### src/rtl/note_screen_scheduler_pkg.sv
// -----------------------------------------------------------------------------
// note_screen_scheduler_pkg
// Shared playfield geometry, colour encodings, FSM state and mode encodings for
// the note-window redraw scheduler. No ports; imported by the scheduler top and
// its pixel counter.
// -----------------------------------------------------------------------------
package note_screen_scheduler_pkg;

  // Playfield geometry defaults.
  localparam int             DEF_LANES    = 4;
  localparam int             DEF_ROWS     = 8;
  localparam int             DEF_BLOCK_W  = 8;
  localparam int             DEF_BLOCK_H  = 4;
  localparam logic [7:0]     DEF_X_ORIGIN = 8'd16;
  localparam logic [6:0]     DEF_Y_ORIGIN = 7'd8;

  // Colour encodings: lane l uses bits [3l+2:3l].
  localparam logic [11:0]    DEF_LANE_COLOURS  = 12'b110_100_010_001;
  localparam logic [2:0]     DEF_STRIKE_COLOUR = 3'b111;
  localparam logic [2:0]     COLOUR_BLANK      = 3'b000;

  typedef enum logic [1:0] {
    ST_IDLE = 2'd0,
    ST_PLOT = 2'd1,
    ST_DONE = 2'd2
  } state_e;

  typedef enum logic {
    MODE_DRAW  = 1'b0,
    MODE_CLEAR = 1'b1
  } mode_e;

  // Counter width for a range of n values, never narrower than one bit.
  function automatic int cnt_w(input int n);
    return (n <= 1) ? 1 : $clog2(n);
  endfunction

endpackage

### src/rtl/note_screen_scheduler_block_pixel_counter.sv
// -----------------------------------------------------------------------------
// block_pixel_counter
// Nested pixel walker: px (inner) -> py -> lane -> row (outer). Each level wraps
// at its limit and carries into the next outer level. Advances only while en_i.
//   clock, reset : clock and synchronous active-high reset
//   en_i         : advance one pixel this cycle
//   px_o, py_o   : pixel offset inside the current block
//   lane_o, row_o: current block column and row
//   last_o       : counters currently point at the final pixel of the frame
// -----------------------------------------------------------------------------
module block_pixel_counter
  import note_screen_scheduler_pkg::*;
#(
  parameter int LANES   = DEF_LANES,
  parameter int ROWS    = DEF_ROWS,
  parameter int BLOCK_W = DEF_BLOCK_W,
  parameter int BLOCK_H = DEF_BLOCK_H,
  parameter int PX_W    = cnt_w(BLOCK_W),
  parameter int PY_W    = cnt_w(BLOCK_H),
  parameter int LANE_W  = cnt_w(LANES),
  parameter int ROW_W   = cnt_w(ROWS)
) (
  input  logic              clock,
  input  logic              reset,
  input  logic              en_i,
  output logic [PX_W-1:0]   px_o,
  output logic [PY_W-1:0]   py_o,
  output logic [LANE_W-1:0] lane_o,
  output logic [ROW_W-1:0]  row_o,
  output logic              last_o
);

  logic [PX_W-1:0]   px_q;
  logic [PY_W-1:0]   py_q;
  logic [LANE_W-1:0] lane_q;
  logic [ROW_W-1:0]  row_q;

  logic px_wrap, py_wrap, lane_wrap, row_wrap;

  assign px_wrap   = (px_q   == PX_W'(BLOCK_W - 1));
  assign py_wrap   = (py_q   == PY_W'(BLOCK_H - 1));
  assign lane_wrap = (lane_q == LANE_W'(LANES - 1));
  assign row_wrap  = (row_q  == ROW_W'(ROWS - 1));

  // NOTE: sequential state uses non-blocking assignments so every register
  // samples the pre-edge values of the others, regardless of statement order.
  always_ff @(posedge clock) begin
    if (reset) begin
      px_q   <= '0;
      py_q   <= '0;
      lane_q <= '0;
      row_q  <= '0;
    end else if (en_i) begin
      px_q <= px_wrap ? '0 : px_q + 1'b1;
      if (px_wrap) begin
        py_q <= py_wrap ? '0 : py_q + 1'b1;
        if (py_wrap) begin
          lane_q <= lane_wrap ? '0 : lane_q + 1'b1;
          if (lane_wrap) begin
            row_q <= row_wrap ? '0 : row_q + 1'b1;
          end
        end
      end
    end
  end

  assign px_o   = px_q;
  assign py_o   = py_q;
  assign lane_o = lane_q;
  assign row_o  = row_q;
  assign last_o = px_wrap & py_wrap & lane_wrap & row_wrap;

endmodule

### src/rtl/note_screen_scheduler.sv
// -----------------------------------------------------------------------------
// note_screen_scheduler
// Redraws the scrolling note window one pixel per cycle after each beat, or
// blanks the playfield on request, then pulses screen_ready for one cycle.
//   clock, reset  : clock and synchronous active-high reset
//   start_draw    : redraw request (song FSM beat pulse); wins over start_clear
//   start_clear   : blank-playfield request
//   note_window   : bit r*LANES+l = note in row r, lane l; sampled at start only
//   x, y, colour  : registered pixel coordinate and colour to the VGA adapter
//   plot          : pixel write enable
//   busy          : a draw or clear is in progress
//   screen_ready  : one-cycle pulse after the last pixel
// -----------------------------------------------------------------------------
module note_screen_scheduler
  import note_screen_scheduler_pkg::*;
#(
  parameter int               LANES         = DEF_LANES,
  parameter int               ROWS          = DEF_ROWS,
  parameter int               BLOCK_W       = DEF_BLOCK_W,
  parameter int               BLOCK_H       = DEF_BLOCK_H,
  parameter logic [7:0]       X_ORIGIN      = DEF_X_ORIGIN,
  parameter logic [6:0]       Y_ORIGIN      = DEF_Y_ORIGIN,
  parameter logic [3*LANES-1:0] LANE_COLOURS = DEF_LANE_COLOURS,
  parameter logic [2:0]       STRIKE_COLOUR = DEF_STRIKE_COLOUR
) (
  input  logic                   clock,
  input  logic                   reset,
  input  logic                   start_draw,
  input  logic                   start_clear,
  input  logic [LANES*ROWS-1:0]  note_window,
  output logic [7:0]             x,
  output logic [6:0]             y,
  output logic [2:0]             colour,
  output logic                   plot,
  output logic                   busy,
  output logic                   screen_ready
);

  localparam int PX_W   = cnt_w(BLOCK_W);
  localparam int PY_W   = cnt_w(BLOCK_H);
  localparam int LANE_W = cnt_w(LANES);
  localparam int ROW_W  = cnt_w(ROWS);

  state_e                state_q;
  mode_e                 mode_q;
  logic [LANES*ROWS-1:0] window_q;
  logic                  last_q;    // pixel currently on the outputs is the final one
  logic [7:0]            x_q;
  logic [6:0]            y_q;
  logic [2:0]            colour_q;
  logic                  plot_q, busy_q, ready_q;

  logic [PX_W-1:0]   px;
  logic [PY_W-1:0]   py;
  logic [LANE_W-1:0] lane;
  logic [ROW_W-1:0]  row;
  logic              cnt_last, cnt_en, start_any;

  mode_e                 sel_mode;
  logic [LANES*ROWS-1:0] sel_window;
  logic [7:0]            pix_x;
  logic [6:0]            pix_y;
  logic [2:0]            pix_colour;
  logic                  note_bit;

  assign start_any = start_draw | start_clear;

  // The counter always rests at pixel 0 while idle, so pixel 0 is emitted on the
  // start edge and the counter steps in the same cycle it is consumed.
  assign cnt_en = ((state_q == ST_IDLE) && start_any) ||
                  ((state_q == ST_PLOT) && !last_q);

  block_pixel_counter #(
    .LANES  (LANES),
    .ROWS   (ROWS),
    .BLOCK_W(BLOCK_W),
    .BLOCK_H(BLOCK_H)
  ) u_counter (
    .clock (clock),
    .reset (reset),
    .en_i  (cnt_en),
    .px_o  (px),
    .py_o  (py),
    .lane_o(lane),
    .row_o (row),
    .last_o(cnt_last)
  );

  // NOTE: every signal written here gets a default first, so no path leaves
  // one unassigned and no latch is inferred.
  always_comb begin
    sel_mode   = mode_q;
    sel_window = window_q;
    // On the start edge the latches are not loaded yet; use the live inputs.
    if (state_q == ST_IDLE) begin
      sel_mode   = start_draw ? MODE_DRAW : MODE_CLEAR;
      sel_window = note_window;
    end

    // Coordinates wrap modulo the port width.
    pix_x = X_ORIGIN + 8'(int'(lane) * BLOCK_W) + 8'(px);
    pix_y = Y_ORIGIN + 7'(int'(row) * BLOCK_H) + 7'(py);

    note_bit   = sel_window[int'(row) * LANES + int'(lane)];
    pix_colour = COLOUR_BLANK;
    if (sel_mode == MODE_DRAW) begin
      if (note_bit) begin
        pix_colour = LANE_COLOURS[3 * int'(lane) +: 3];
      end else if (int'(row) == ROWS - 1) begin
        pix_colour = STRIKE_COLOUR;
      end
    end
  end

  always_ff @(posedge clock) begin
    if (reset) begin
      state_q  <= ST_IDLE;
      mode_q   <= MODE_DRAW;
      window_q <= '0;
      last_q   <= 1'b0;
      x_q      <= '0;
      y_q      <= '0;
      colour_q <= '0;
      plot_q   <= 1'b0;
      busy_q   <= 1'b0;
      ready_q  <= 1'b0;
    end else begin
      case (state_q)
        ST_IDLE: begin
          ready_q <= 1'b0;
          if (start_any) begin
            state_q  <= ST_PLOT;
            mode_q   <= sel_mode;
            if (start_draw) window_q <= note_window;
            x_q      <= pix_x;
            y_q      <= pix_y;
            colour_q <= pix_colour;
            plot_q   <= 1'b1;
            busy_q   <= 1'b1;
            last_q   <= cnt_last;
          end
        end
        ST_PLOT: begin
          if (last_q) begin
            state_q <= ST_DONE;
            plot_q  <= 1'b0;
            busy_q  <= 1'b0;
            ready_q <= 1'b1;
            last_q  <= 1'b0;
          end else begin
            x_q      <= pix_x;
            y_q      <= pix_y;
            colour_q <= pix_colour;
            last_q   <= cnt_last;
          end
        end
        ST_DONE: begin
          // Requests arriving here are dropped, not queued.
          ready_q <= 1'b0;
          state_q <= ST_IDLE;
        end
        default: state_q <= ST_IDLE;
      endcase
    end
  end

  assign x            = x_q;
  assign y            = y_q;
  assign colour       = colour_q;
  assign plot         = plot_q;
  assign busy         = busy_q;
  assign screen_ready = ready_q;

endmodule

### config.mk
export PLATFORM = sky130hd
export DESIGN_NAME = note_screen_scheduler
export DESIGN_NICKNAME = d
export VERILOG_FILES = /design/src/rtl/note_screen_scheduler_pkg.sv /design/src/rtl/note_screen_scheduler_block_pixel_counter.sv /design/src/rtl/note_screen_scheduler.sv
export SDC_FILE = /design/constraint.sdc
export NUM_CORES = 1
export LEC_CHECK = 0
export ABC_CLOCK_PERIOD_IN_PS = 6040
export BUFFER_PORTS_ARGS = -buffer_cell sky130_fd_sc_hd__buf_2
export CAP_MARGIN = 5
export CORE_MARGIN = 2
export CORE_UTILIZATION = 59
export DETAILED_ROUTE_END_ITERATION = 10
export MAX_ROUTING_LAYER = met4
export PLACE_DENSITY = 0.84
export SLEW_MARGIN = 20
export SYNTH_ARGS = -nofsm -noshare
export SYNTH_HDL_FRONTEND = slang
export SYNTH_SLANG_ARGS = --single-unit
### constraint.sdc
create_clock -name clock -period 6.04 [get_ports clock]
set_input_delay 0.302 -clock clock [delete_from_list [all_inputs] [get_ports clock]]
set_output_delay 0.302 -clock clock [all_outputs]
set_load 0.01 [all_outputs]
==> results.sh <==
export IMPL_whs_path_depth=3
export IMPL_synth_compound_gate_area_share_pct=22.9
export IMPL_synth_area_leaders="dfxtp_1 (41%), nand2_1 (13%), a21oi_1 (9.2%)"
export IMPL_m1WireLength_um=3330
export IMPL_total_power_uw=942
export IMPL_worstRegToRegCells=7
export IMPL_clock_skew_ns=0.00731
export IMPL_dp_hpwl_um=4510
export IMPL_slew_violations=0
export IMPL_fin_crit_sh_pct=47.7
export IMPL_worstSetupEndpointType="register"
export IMPL_reg2reg_from="state_q[0]"
export IMPL_status="complete, no violations"
export IMPL_gp_congestion=0.861
export IMPL_max_freq_ghz=0.347
export IMPL_rsz0062_at_grt="false"
export IMPL_hold_viol=0
export IMPL_sequentialPowerShare_pct=47.3
export IMPL_clkSinkCount=63
export IMPL_setup_tns_ns=0
export IMPL_hold_path_class="input port to register"
export IMPL_yosysTopAreaCell="dfxtp_1"
export IMPL_cp_top_family="flip-flops"
export IMPL_whs_ns=0.204
export IMPL_slowest_delay_ns=1.06
export IMPL_async_reset_ff_share_pct=0
export IMPL_path_clk_slew_ns=0.07
export IMPL_clock_latency_ns=0.34
export IMPL_finalNonFillerCells=490
export IMPL_tightest_slew_ns=1.12
export IMPL_p_leak_uw=0.00140
export IMPL_viasPerCell=5.57
export IMPL_grt_pass1_wl_um=12000
export IMPL_setup_viol=0
export IMPL_gr_usage_all_layers_pct=26.2
export IMPL_crit_type="register to register"
export IMPL_powerDensity_nw_per_um2=270
export IMPL_wl_met2_um=3140
export IMPL_synthSimpleGateAreaFrac_pct=20.0
export IMPL_antennaDiodeCount=0
export IMPL_dieArea_um2=5820
export IMPL_die_y_um=76.3
export IMPL_root_buffer="clkbuf_8"
export IMPL_start_util_pct=60.8
export IMPL_pwr_share_clk_pct=43.6
export IMPL_final_common_cell="nand2_1"
export IMPL_htree_levels=3
export IMPL_synth_edf_count=0
export IMPL_ys_seq_area_share_pct=40.9
export IMPL_crit_path_end="colour[2]"
export IMPL_muxShareOfSynthArea_pct=6.17
export IMPL_dp_cells=474
export IMPL_ant_nets=0
export IMPL_crit_path_cell_trace="nor2_8 -> mux4_2 -> nor3b_1 -> o311ai_1 -> and3_1 -> mux2i_1 -> o21ai_1"
export IMPL_synth_top_area_share_pct=40.9
export IMPL_synth_seq_cells=63
export IMPL_area_delta_synth_final_pct=13.2
export IMPL_drive_above_1_share_pct=18.3
export IMPL_layout_common_cells="nand2_1 (102), dfxtp_1 (63), a21oi_1 (57)"
export IMPL_vias=2728
export IMPL_holdBufCountCts=0
export IMPL_grt_pass1_vias=2533
export IMPL_crit_slowest_cell="dfxtp_1"
export IMPL_clockBufferDepth=2
export IMPL_drc=0
export IMPL_wirelength_um=6970
export IMPL_critical_path_depth=7
export IMPL_cts_resized_gates=0
export IMPL_cp_data_arrival_time_ns=3.12
export IMPL_crit_start="state_q[0]"
export IMPL_swShare_pct=24.6
export IMPL_p_int_uw=710
export IMPL_route_top_layer_used="met4"
export IMPL_postCtsSetupBuffers=0
export IMPL_maxCapViolCount=0
export IMPL_antenna_found_initial=0
export IMPL_met3_length_um=386
export IMPL_relSlewSlack_pct=25.4
export IMPL_reg2reg_to="colour[2]"
export IMPL_ys_types=41
export IMPL_layout_min_cycle_time_ns=2.88
export IMPL_grt_start_max_net_pins=62
export IMPL_chipWidth_um=76.3
export IMPL_synth_top_family_by_area="compound AO/OA/AOI/OAI gates"
export IMPL_cp_num_buf_inv=0
export IMPL_wl_per_cell_um=14.2
export IMPL_cp_max_fo=30
export IMPL_synth_cells=385
export IMPL_first_pass_iters=4
export IMPL_yosysWarnings=0
export IMPL_synth_fa_ha_area_share_pct=3.25
export IMPL_vdd_drop_max_v=0.000176
export IMPL_coreArea_um2=5070
export IMPL_numPortBuffers=53
export IMPL_r2r_slack_ns=3.16
export IMPL_synth_avg_cell_area_um2=8.01
export IMPL_cts_tree="built"
export IMPL_power_frac_comb_pct=9.1
export IMPL_synth_xor_area_share_pct=0
export IMPL_io_pins=57
export IMPL_start_kind="register"
export IMPL_synth_area_um2=3080
export IMPL_row_count=26
export IMPL_final_core_util_pct=68.8
export IMPL_nNetsFinal=459
export IMPL_dr_first_iter_drc_count=175
export IMPL_numCtsBuffers=9
export IMPL_synthFlopType="dfxtp_1"
export IMPL_switchingPower_uw=232
export IMPL_cp_data_required_time_ns=6.28
export IMPL_globalRouteOverflowTotal=0
==> cells by family (layout without fill, tap and decap cells) <==
logic type,count (synthesis),after routing
adders and majority gates,8,8
DFF,63,63
muxes,14,14
and+or+nand+nor,146,146
buffers and inverters,41,74
AOI/OAI and AO/OA,112,112
other,1,3
==> through the flow <==
step / worst slack [ns] / instance area, um2
finish: 3.16 / 3490
global route: 2.90 / 3490
CTS: 3.05 / 3480
detailed placement: 3.07 / 3260
global placement: 3.24 / 3260
floorplan: 3.97 / 3090
==> worst reg2reg max path: cells and delay by family, from the launching register on <==
family / cells / cell delay (ns)
flip-flops: 1 / 1.06
multiplexers: 2 / 0.72
AND/OR/NAND/NOR: 3 / 0.66
AO/OA/AOI/OAI: 2 / 0.33
==> area by class of cell <==
class	count	area [um2]
Inverter	5	18.8
Clock buffer	10	138
Timing Repair Buffer	53	265
Sequential cell	63	1260
Fill cell	433	1580
Tap cell	70	87.6
Multi-Input combinational cell	283	1640
Clock inverter	6	83.8
==> sequential cells by signal (all words and copies together) (netlist names), 2 cells and up <==
register,flops
u_counter.py_o,2
u_counter.row_o,3
x,6
u_counter.lane_o,2
u_counter.px_o,3
state_q,2
colour,3
y,6
window_q,32
==> how the worst min path moves through the flow <==
stage | startpoint | end
final | note_window[12] | window_q[12]
after global routing | note_window[26] | window_q[26]
after CTS | note_window[12] | window_q[12]
after detailed placement | x[1] | x[1]
after global placement | screen_ready | screen_ready
after floorplan | window_q[14] | window_q[14]
==> cells in the mapped netlist (2+ instances only) <==
| library cell | n |
|---|---|
| nor3b_1 | 3 |
| mux4_2 | 4 |
| nand3_1 | 4 |
| nand2_1 | 103 |
| o41ai_1 | 3 |
| nand4_1 | 2 |
| nor2b_1 | 2 |
| inv_1 | 5 |
| ha_1 | 8 |
| a21oi_1 | 57 |
| buf_2 | 7 |
| o21a_1 | 19 |
| mux2i_1 | 10 |
| a2111oi_0 | 4 |
| clkbuf_1 | 19 |
| buf_6 | 2 |
| nor2_1 | 17 |
| o21ai_1 | 3 |
| dfxtp_1 | 63 |
| o21ai_0 | 2 |
| nor3_1 | 6 |
| buf_4 | 7 |
| a211oi_1 | 14 |
| nand2b_1 | 4 |
==> power by group through the flow <==
stage	clock network [uW]	logic [uW]	registers (uW)
floorplan	0	65.6	450
global placement	0	82.8	454
detailed placement	0	84.6	455
CTS	415	84.9	445
global route	435	97.1	448
finish	411	85.6	446
==> routing by layer <==
metal,global-route usage [%],vias up
met5,-,-
met4,9.27,0
met3,5.69,10
met2,37.9,80
met1,36.3,1246
li1,-,1392
(Power assumes the default switching activity.)
